**config.mk**
```make
export PLATFORM = sky130hd
export DESIGN_NAME = motor_pid_scheduler
export DESIGN_NICKNAME = d
export VERILOG_FILES = /design/src/rtl/motor_pkg.sv /design/src/rtl/pid_sat_clamp.sv /design/src/rtl/motor_pid_scheduler.sv
export SDC_FILE = /design/constraint.sdc
export NUM_CORES = 2
export LEC_CHECK = 0
export CAP_MARGIN = 20
export CORE_MARGIN = 4
export CORE_UTILIZATION = 25
export CTS_BUF_LIST = sky130_fd_sc_hd__clkbuf_8 sky130_fd_sc_hd__clkbuf_16
export CTS_CLUSTER_SIZE = 16
export DETAILED_ROUTE_END_ITERATION = 8
export PLACE_DENSITY = 0.44
export SLEW_MARGIN = 10
export SYNTH_ARGS = -nofsm -noshare
export SYNTH_HDL_FRONTEND = slang
export SYNTH_SLANG_ARGS = --single-unit
```
**constraint.sdc**
```tcl
create_clock -name CLK -period 40 [get_ports CLK]
set_clock_uncertainty 0.2 [all_clocks]
set_input_delay 4 -clock CLK [delete_from_list [all_inputs] [get_ports CLK]]
set_output_delay 4 -clock CLK [all_outputs]
set_load 0.05 [all_outputs]
```
**src/rtl/motor_pkg.sv**
```systemverilog
// motor_pkg: shared widths, FSM states and saturation helpers for the PID scheduler
package motor_pkg;
  localparam int DATA_W = 24;
  localparam int LIM_W  = 10;
  localparam int ACC_W  = 64;
  typedef enum logic [3:0] {IDLE, FETCH, LATCH, ERR, MUL_P, MUL_I, MUL_D, OUT, NEXT} state_e;
  // Integral saturation; a negative limit collapses the window to zero
  function automatic logic signed [DATA_W-1:0] sat_int(input logic signed [32:0] v,
                                                       input logic signed [DATA_W-1:0] lim);
    logic signed [32:0] l;
    l = lim[DATA_W-1] ? '0 : 33'(lim);
    return DATA_W'(v > l ? l : v < -l ? -l : v);
  endfunction
  function automatic logic signed [DATA_W-1:0] clamp64(input logic signed [ACC_W-1:0] v,
                                                       input logic signed [ACC_W-1:0] lim);
    return DATA_W'(v > lim ? lim : v < -lim ? -lim : v);
  endfunction
endpackage

```
**src/rtl/pid_sat_clamp.sv**
```systemverilog
// pid_sat_clamp: deadband zeroing followed by symmetric PWM limit clamp
module pid_sat_clamp
  import motor_pkg::*;
(
  input  logic signed [ACC_W-1:0]  acc_i,
  input  logic signed [LIM_W-1:0]  deadband_i,
  input  logic signed [LIM_W-1:0]  limit_i,
  output logic signed [DATA_W-1:0] pwm_o
);
  logic signed [ACC_W-1:0] db;
  assign db = ACC_W'(deadband_i);
  assign pwm_o = (acc_i >= -db && acc_i <= db) ? '0 : clamp64(acc_i, ACC_W'(limit_i));
endmodule

```
**src/rtl/motor_pid_scheduler.sv**
```systemverilog
// motor_pid_scheduler: tick-driven PID sweep over all motors sharing one multiplier
module motor_pid_scheduler
  import motor_pkg::*;
#(
  parameter int NUM_MOTORS = 6,
  parameter int AW = 4
) (
  input  logic                     CLK,
  input  logic                     reset,
  input  logic                     enable,
  input  logic [23:0]              loop_period,
  output logic                     cfg_rd,
  output logic [AW-1:0]            cfg_addr,
  input  logic signed [DATA_W-1:0] setpoint,
  input  logic signed [DATA_W-1:0] state,
  input  logic signed [DATA_W-1:0] Kp,
  input  logic signed [DATA_W-1:0] Ki,
  input  logic signed [DATA_W-1:0] Kd,
  input  logic signed [DATA_W-1:0] IntegralLimit,
  input  logic signed [LIM_W-1:0]  PWMLimit,
  input  logic signed [LIM_W-1:0]  deadband,
  output logic                     pwm_wr,
  output logic [AW-1:0]            pwm_addr,
  output logic signed [DATA_W-1:0] pwm_data,
  output logic                     busy,
  output logic                     overrun
);
  localparam int DEPTH = 1 << AW;
  state_e state_q;
  logic [AW-1:0] idx_q, pwm_addr_q;
  logic [23:0] cnt_q, cnt_d, lp_m1;
  logic tick, cfg_rd_q, pwm_wr_q, busy_q, overrun_q;
  logic signed [DATA_W-1:0] sp_q, st_q, kp_q, ki_q, kd_q, il_q, pwm_data_q, int_d, mul_a, pwm_c;
  logic signed [LIM_W-1:0] pl_q, db_q;
  logic signed [31:0] err_q, err_d;
  logic signed [32:0] mul_b;
  logic signed [56:0] prod;
  logic signed [ACC_W-1:0] acc_q;
  logic signed [31:0] err_prev_q [DEPTH];
  logic signed [DATA_W-1:0] integ_q [DEPTH];
  assign lp_m1 = (loop_period == '0) ? '0 : loop_period - 24'd1;
  assign tick  = cnt_q >= lp_m1;
  assign cnt_d = tick ? '0 : cnt_q + 24'd1;
  assign err_d = 32'(st_q) - 32'(sp_q);
  assign int_d = sat_int(33'(integ_q[idx_q]) + 33'(err_d), il_q);
  // Single shared multiplier: gain and operand are steered by the MUL_* state
  assign mul_a = state_q == MUL_P ? kp_q : state_q == MUL_I ? ki_q : kd_q;
  assign mul_b = state_q == MUL_P ? 33'(err_q) : state_q == MUL_I ? 33'(integ_q[idx_q])
               : 33'(err_prev_q[idx_q]) - 33'(err_q);
  assign prod  = 57'(mul_a) * 57'(mul_b);
  pid_sat_clamp u_clamp (
    .acc_i      (acc_q),
    .deadband_i (db_q),
    .limit_i    (pl_q),
    .pwm_o      (pwm_c)
  );
  always_ff @(posedge CLK or posedge reset) begin
    if (reset) begin
      state_q <= IDLE;
      idx_q <= '0;
      cnt_q <= '0;
      cfg_rd_q <= 1'b0;
      pwm_wr_q <= 1'b0;
      pwm_addr_q <= '0;
      pwm_data_q <= '0;
      busy_q <= 1'b0;
      overrun_q <= 1'b0;
      {sp_q, st_q, kp_q, ki_q, kd_q, il_q, pl_q, db_q} <= '0;
      err_q <= '0;
      acc_q <= '0;
      for (int i = 0; i < DEPTH; i++) begin
        err_prev_q[i] <= '0;
        integ_q[i] <= '0;
      end
    end else begin
      cnt_q <= cnt_d;
      cfg_rd_q <= 1'b0;
      pwm_wr_q <= 1'b0;
      if (tick && busy_q) overrun_q <= 1'b1;
      case (state_q)
        IDLE: if (tick && enable) begin
          state_q <= FETCH;
          idx_q <= '0;
          cfg_rd_q <= 1'b1;
          busy_q <= 1'b1;
        end
        FETCH: state_q <= LATCH;
        LATCH: begin
          {sp_q, st_q, kp_q, ki_q, kd_q, il_q} <= {setpoint, state, Kp, Ki, Kd, IntegralLimit};
          {pl_q, db_q} <= {PWMLimit, deadband};
          state_q <= ERR;
        end
        ERR: begin
          err_q <= err_d;
          integ_q[idx_q] <= int_d;
          state_q <= MUL_P;
        end
        MUL_P: begin
          acc_q <= ACC_W'(prod);
          state_q <= MUL_I;
        end
        MUL_I: begin
          acc_q <= acc_q + ACC_W'(prod);
          state_q <= MUL_D;
        end
        MUL_D: begin
          acc_q <= acc_q + ACC_W'(prod);
          err_prev_q[idx_q] <= err_q;
          state_q <= OUT;
        end
        OUT: begin
          pwm_wr_q <= 1'b1;
          pwm_addr_q <= idx_q;
          pwm_data_q <= pwm_c;
          state_q <= NEXT;
        end
        NEXT: if (idx_q == AW'(NUM_MOTORS - 1)) begin
          state_q <= IDLE;
          busy_q <= 1'b0;
        end else begin
          idx_q <= idx_q + 1'b1;
          cfg_rd_q <= 1'b1;
          state_q <= FETCH;
        end
        default: state_q <= IDLE;
      endcase
    end
  end
  assign cfg_rd   = cfg_rd_q;
  assign cfg_addr = idx_q;
  assign pwm_wr   = pwm_wr_q;
  assign pwm_addr = pwm_addr_q;
  assign pwm_data = pwm_data_q;
  assign busy     = busy_q;
  assign overrun  = overrun_q;
endmodule

```
Yosys cells after proc, flatten, opt, wreduce, memory -nomap -nowiden
Index checks and enable logic that the tools add are counted.
- bits in registers: 1213
- input bits: 191
- output and inout port bits: 36
- logic and storage cells: 133
- $add $sub $neg: 10
- $mul: 1
- magnitude comparators: 9
- equality and inequality tests: 12
- muxes and demuxes: 38
- bitwise gates (word level): 1
- reduce and logical (&&, ||, !) cells: 11
- operator list (operator ; count):
    $bwmux 512 ; 1
    $bwmux 384 ; 1
    $mux 24 ; 12
    $bmux 32 s4 ; 1
    $demux 32 s4 ; 1
    $neg 10->64 ; 2
    $pmux 64 s2 ; 1
    $bmux 24 s4 ; 1
    $demux 24 s4 ; 1
    $mux 32 ; 3
    $mux 33 ; 2
    $add 64x57->64 ; 1
    $ge 64x64->1 ; 1
    $gt 64x10->1 ; 1
    $le 64x10->1 ; 1
    $lt 64x64->1 ; 1
    $mul 24x33->57 ; 1
    $pmux 4 s9 ; 1
    $lt 26x33->1 ; 1
    $neg 23->33 ; 1
    $sub 32x25->33 ; 1
    $add 24x25->26 ; 1
    $gt 26x24->1 ; 1
    $sub 24x24->25 ; 1
    23 further kinds ; 43

Depth between registers and ports, before layout
- word-level depth: 10
- gate-level depth with buffers: 63
- depth with buffers taken out: 55

Modules after synthesis
A second synthesis with hierarchy kept.
- cells, all modules: 9566
- area, all modules: 93080.5 um2
- by module, submodules not included (module ; instances ; cells an instance ; area each (um2) ; seq. area each (um2)):
    motor_pid_scheduler ; 1 ; 8651 ; 85802.3 ; 27551.4
    pid_sat_clamp ; 1 ; 915 ; 7278.2 ; 0.0

Worst setup path before layout
OpenSTA, ideal clock, no wires.
- kind: register to register
- start point: register idx_q[0] (netlist: cfg_addr[0])
- end point: register acc_q[63]
- library setup time: 0.121 ns
- arrival time: 14.939 ns
- required time: 39.679 ns
- path slack: 24.740 ns
- stages on the path, launching flop included: 57
- path buffers: 10
- clock period less this slack: 15.260 ns
- cell sequence: dfrtp_1 > buf_2 > buf_2 > buf_2 > buf_2 > buf_2 > buf_1 > mux4_2 > mux4_2 > ha_1 > nor2b_1 > o21a_1 > o21ai_0 > a211oi_1 > o41ai_1 > a21oi_1 > o211ai_1 > a21boi_0 > [21 not listed] > nor2b_1 > o31ai_1 > nand2b_1 > inv_1 > a21oi_1 > or3_1 > clkbuf_1 > and2_1 > clkbuf_1 > ha_1 > a21o_1 > a21o_1 > a21oi_1 > o21ai_0 > a311o_1 > a21o_1 > o2111a_1 > o22a_1
- cells in the longest elaborated chain, start to end: 10
- elaborated cells between the ends (all ways): 13
- those cells by class: add/sub (2); mul (1); mux (9); bitwise (1)
- ends and longest elaborated chain (item ; RTL line ; source):
    start, declared ; motor_pid_scheduler.sv:30 ; logic [AW-1:0] idx_q, pwm_addr_q;
    start signal, assigned ; motor_pid_scheduler.sv:121 ; idx_q <= idx_q + 1'b1;
    $not 4->5 (not written as such) (*) ; motor_pid_scheduler.sv:48, motor_pid_scheduler.sv:49 ;
    $bmux 32 s4 ; motor_pid_scheduler.sv:49 ; : 33'(err_prev_q[idx_q]) - 33'(err_q);
    $mux 32 (not written as such) (2 in a row) ; motor_pid_scheduler.sv:49 ;
    $sub 32x25->33 ; motor_pid_scheduler.sv:49 ;
    $mux 33 (*) (2 in a row) ; motor_pid_scheduler.sv:48 ; assign mul_b = state_q == MUL_P ? 33'(err_q) : state_q == MUL_I ? 33'(integ_q[idx_q])
    $mul 24x33->57 (*) ; motor_pid_scheduler.sv:50 ; assign prod = 57'(mul_a) * 57'(mul_b);
    $add 64x57->64 ; motor_pid_scheduler.sv:103, motor_pid_scheduler.sv:107 ;
    $pmux 64 s2 (*) ; motor_pid_scheduler.sv:80 ; case (state_q)
    end signal, assigned ; motor_pid_scheduler.sv:99 ; acc_q <= ACC_W'(prod);
    end signal, assigned ; motor_pid_scheduler.sv:103 ; acc_q <= acc_q + ACC_W'(prod);
    end signal, assigned ; motor_pid_scheduler.sv:107 ; acc_q <= acc_q + ACC_W'(prod);
    end, declared ; motor_pid_scheduler.sv:38 ; logic signed [ACC_W-1:0] acc_q;
Every way passes the cells marked *; elsewhere a longest branch is shown, timed or not. The select of a mux whose other input is x is not followed.
A chain may end at the register's enable or synchronous reset.

Final worst setup path
- start point: register idx_q[0] (netlist: cfg_addr[0])
- end point: register acc_q[61]
The elaborated chain is that of the path after synthesis.

==> impl_metrics.tcl <==
set metrics [dict create \
    status "completed" \
    cpMostUsedCell "fa_1" \
    dr.pass1.iters 5 \
    fillers 38300 \
    cts_tree "yes" \
    synth_fp_nets 11200 \
    cts.sinks 1101 \
    worstMarginPinSlew_ps 1150 \
    ys.flop_type "dfrtp_1" \
    final_nets 11300 \
    gp_congestion 0.883 \
    synth_area_leader_cell "dfrtp_1" \
    routed-wl-met3_mm 13.4 \
    viasPerCell 4.82 \
    yosys.area.top_type_share 0.299 \
    start_kind "flop" \
    drc 0 \
    crit_slowest_cell "dfrtp_4" \
    clk_latency_ps 870 \
    track_usage 0.168 \
    post_synth_num_cell_types 91 \
    period_share 0.420 \
    dr_wl_met2_mm 162 \
    min_period_ps 16790 \
    clkTransAtPathRegs_ps 60 \
    critical_path_arrival_ps 17310 \
    yosysWarnings 0 \
    grt_overflow 0 \
    seq_area_mm2 0.0276 \
    hold_class "reg -> reg" \
    post_drt_wl_per_cell_um 22.2 \
    relSlewSlack 0.235 \
    pin_count 227 \
    cts-root-buf "clkbuf_16" \
    synthTopCellsByArea "dfrtp_1, fa_1, ha_1, mux4_2, nand2_1" \
    yosys.cell_count.top_type "nand2_1" \
    cts_buffers 144 \
    antenna_found_initial 13 \
    die_x_um 615 \
    grt_pass1_wl_mm 486 \
    multi_input_area_mm2 0.0588 \
    cts_buffer_depth 4 \
    wl_met1_mm 136 \
    htree_levels 4 \
    die_area_mm2 0.378 \
    max-cap-violations 0 \
    critPathRequiredTime_ps 40520 \
    dr_total_vias 70100 \
    crit_type "reg -> reg" \
    rsz0062_at_grt "false" \
    synth.top_cells.by_count "nand2_1, dfrtp_1, inv_1" \
    end_kind "flop" \
    drtIter0Drc 4297 \
    drtAntennaViolNets 0 \
    post_cts_resize_count 0 \
    syn_area_per_cell_um2 9.63 \
    post-cts-setup-buffer-count 0 \
    synthArstFlopShare 1.00 \
    synth-seq-area-share 0.299 \
    synth_seq_cells 1101 \
    drive_gt1_frac 0.107 \
    finalSetupViolCount 0 \
    postCtsHoldBufs 0 \
    critical_path.max_stage_delay_ps 920 \
    die_h_um 615 \
    syn_area_mm2 0.0920 \
    syn_to_final_growth_pct 14.3 \
    grt_max_degree 176 \
    fmaxAchievable_mhz 59.6 \
    coreArea_mm2 0.366 \
    finalHoldViolations 0 \
    tns_ps 0 \
    detailed_place_hpwl_mm 240 \
    slew_viol_final 0 \
    path_max_fanout 96 \
    syn_inst 9557 \
    grt_pass1_vias 73800 \
    port_buffers 226 \
    initial_core_util 0.251 \
    rows 222 \
    synth-edff-count 0 \
    maxUsedRoutingLayer "met4" \
    drt_wl_total_mm 323 \
]
-- cell usage in the layout, fill, tap and decap left out, types with 90 or more instances in the layout --
master              n
o21ai_0           825
nand3_1           109
nor2b_1           103
mux2_2            241
clkbuf_16         148
ha_1              661
nor3_1             96
nand2b_1           90
inv_1            1105
nand4_1            94
fa_1              809
nor2_1            705
a21o_1            176
mux4_2            245
xnor2_1           160
dfrtp_1          1096
buf_4             186
nand2_1          1253
clkdlybuf4s50_1   226
a21oi_1           444
-- cell families (layout without fill, tap and decap cells) --
| logic type | count (synthesis) | after routing | share of synthesized area |
|---|---|---|---|
| other | 0 | 6 | 0 |
| XOR/XNOR | 250 | 250 | 0.0238 |
| multiplexers | 532 | 532 | 0.0945 |
| flip-flops | 1101 | 1101 | 0.299 |
| AO/OA/AOI/OAI | 1916 | 1916 | 0.123 |
| AND/OR/NAND/NOR | 2692 | 2692 | 0.127 |
| adder cells (fa/ha/maj) | 1470 | 1470 | 0.266 |
| buffers and inverters | 1596 | 1758 | 0.0661 |
-- final timing paths --
kind / startpoint / endpoint / slack, ps / cells after the start
worst max-delay path: cfg_addr[0]$_DFFE_PP0P_ / acc_q[61]$_DFFE_PP0P_ / 23210 / 48
worst min-delay path: overrun$_DFFE_PP0P_ / overrun$_DFFE_PP0P_ / 270 / 1
max in group asynchronous: reset / ki_q[14]$_DFFE_PP0P_ / 31990 / 6
worst min register to register: overrun$_DFFE_PP0P_ / overrun$_DFFE_PP0P_ / 270 / 1
worst max register to register: cfg_addr[0]$_DFFE_PP0P_ / acc_q[61]$_DFFE_PP0P_ / 23210 / 48
min in group asynchronous: reset / sp_q[2]$_DFFE_PP0P_ / 3450 / 2
-- stage by stage --
stage / hold WS, ps / instance area (um^2) / setup WS (ps) / std cells / util
2_1_floorplan: 245 / 92000 / 4800 / 9557 / -
3_3_place_gp: 254 / 100000 / 23540 / 14300 / 0.274
3_5_place_dp: 265 / 100000 / 23470 / 14300 / 0.274
4_1_cts: 277 / 105000 / 23370 / 14500 / 0.287
5_1_grt: 294 / 105000 / 22360 / 14500 / 0.287
6_report: 265 / 105000 / 23210 / 14500 / 0.287
-- critical path, delay by kind of cell, from the launching register on --
family / cells / cell delay (ps)
flip-flops: 1 / 920
AO/OA/AOI/OAI: 19 / 6080
adder cells (fa/ha/maj): 10 / 4530
buffers and inverters: 6 / 950
XOR/XNOR: 3 / 480
multiplexers: 2 / 1100
AND/OR/NAND/NOR: 8 / 2000
-- registers in the layout (all words and copies together) (netlist names), 10 cells and up --
signal / count
integ_q: 384
pwm_data: 24
cnt_q: 24
err_prev_q: 400
sp_q: 24
pl_q: 10
ki_q: 24
kd_q: 24
st_q: 24
il_q: 24
db_q: 10
err_q: 25
acc_q: 64
kp_q: 24
-- cell type report --
| class | count | area share |
|---|---|---|
| Sequential cell | 1101 | 0.262 |
| Antenna cell | 6 | 0.000143 |
| Clock inverter | 73 | 0.00725 |
| Multi-Input combinational cell | 6860 | 0.559 |
| Tap cell | 4816 | 0.0573 |
| Clock buffer | 181 | 0.0395 |
| Inverter | 1086 | 0.0388 |
| Timing Repair Buffer | 418 | 0.0358 |
-- per-layer routing --
layer | global-route usage | vias up
met1 | 0.211 | 35900
met3 | 0.0195 | 425
met5 | 0 | -
met4 | 0.0556 | 0
met2 | 0.299 | 1591
li1 | - | 32200
Power is left out: the tool's default activity adds up to more than one toggle a clock period on the data nets, which glitch-free logic cannot reach.
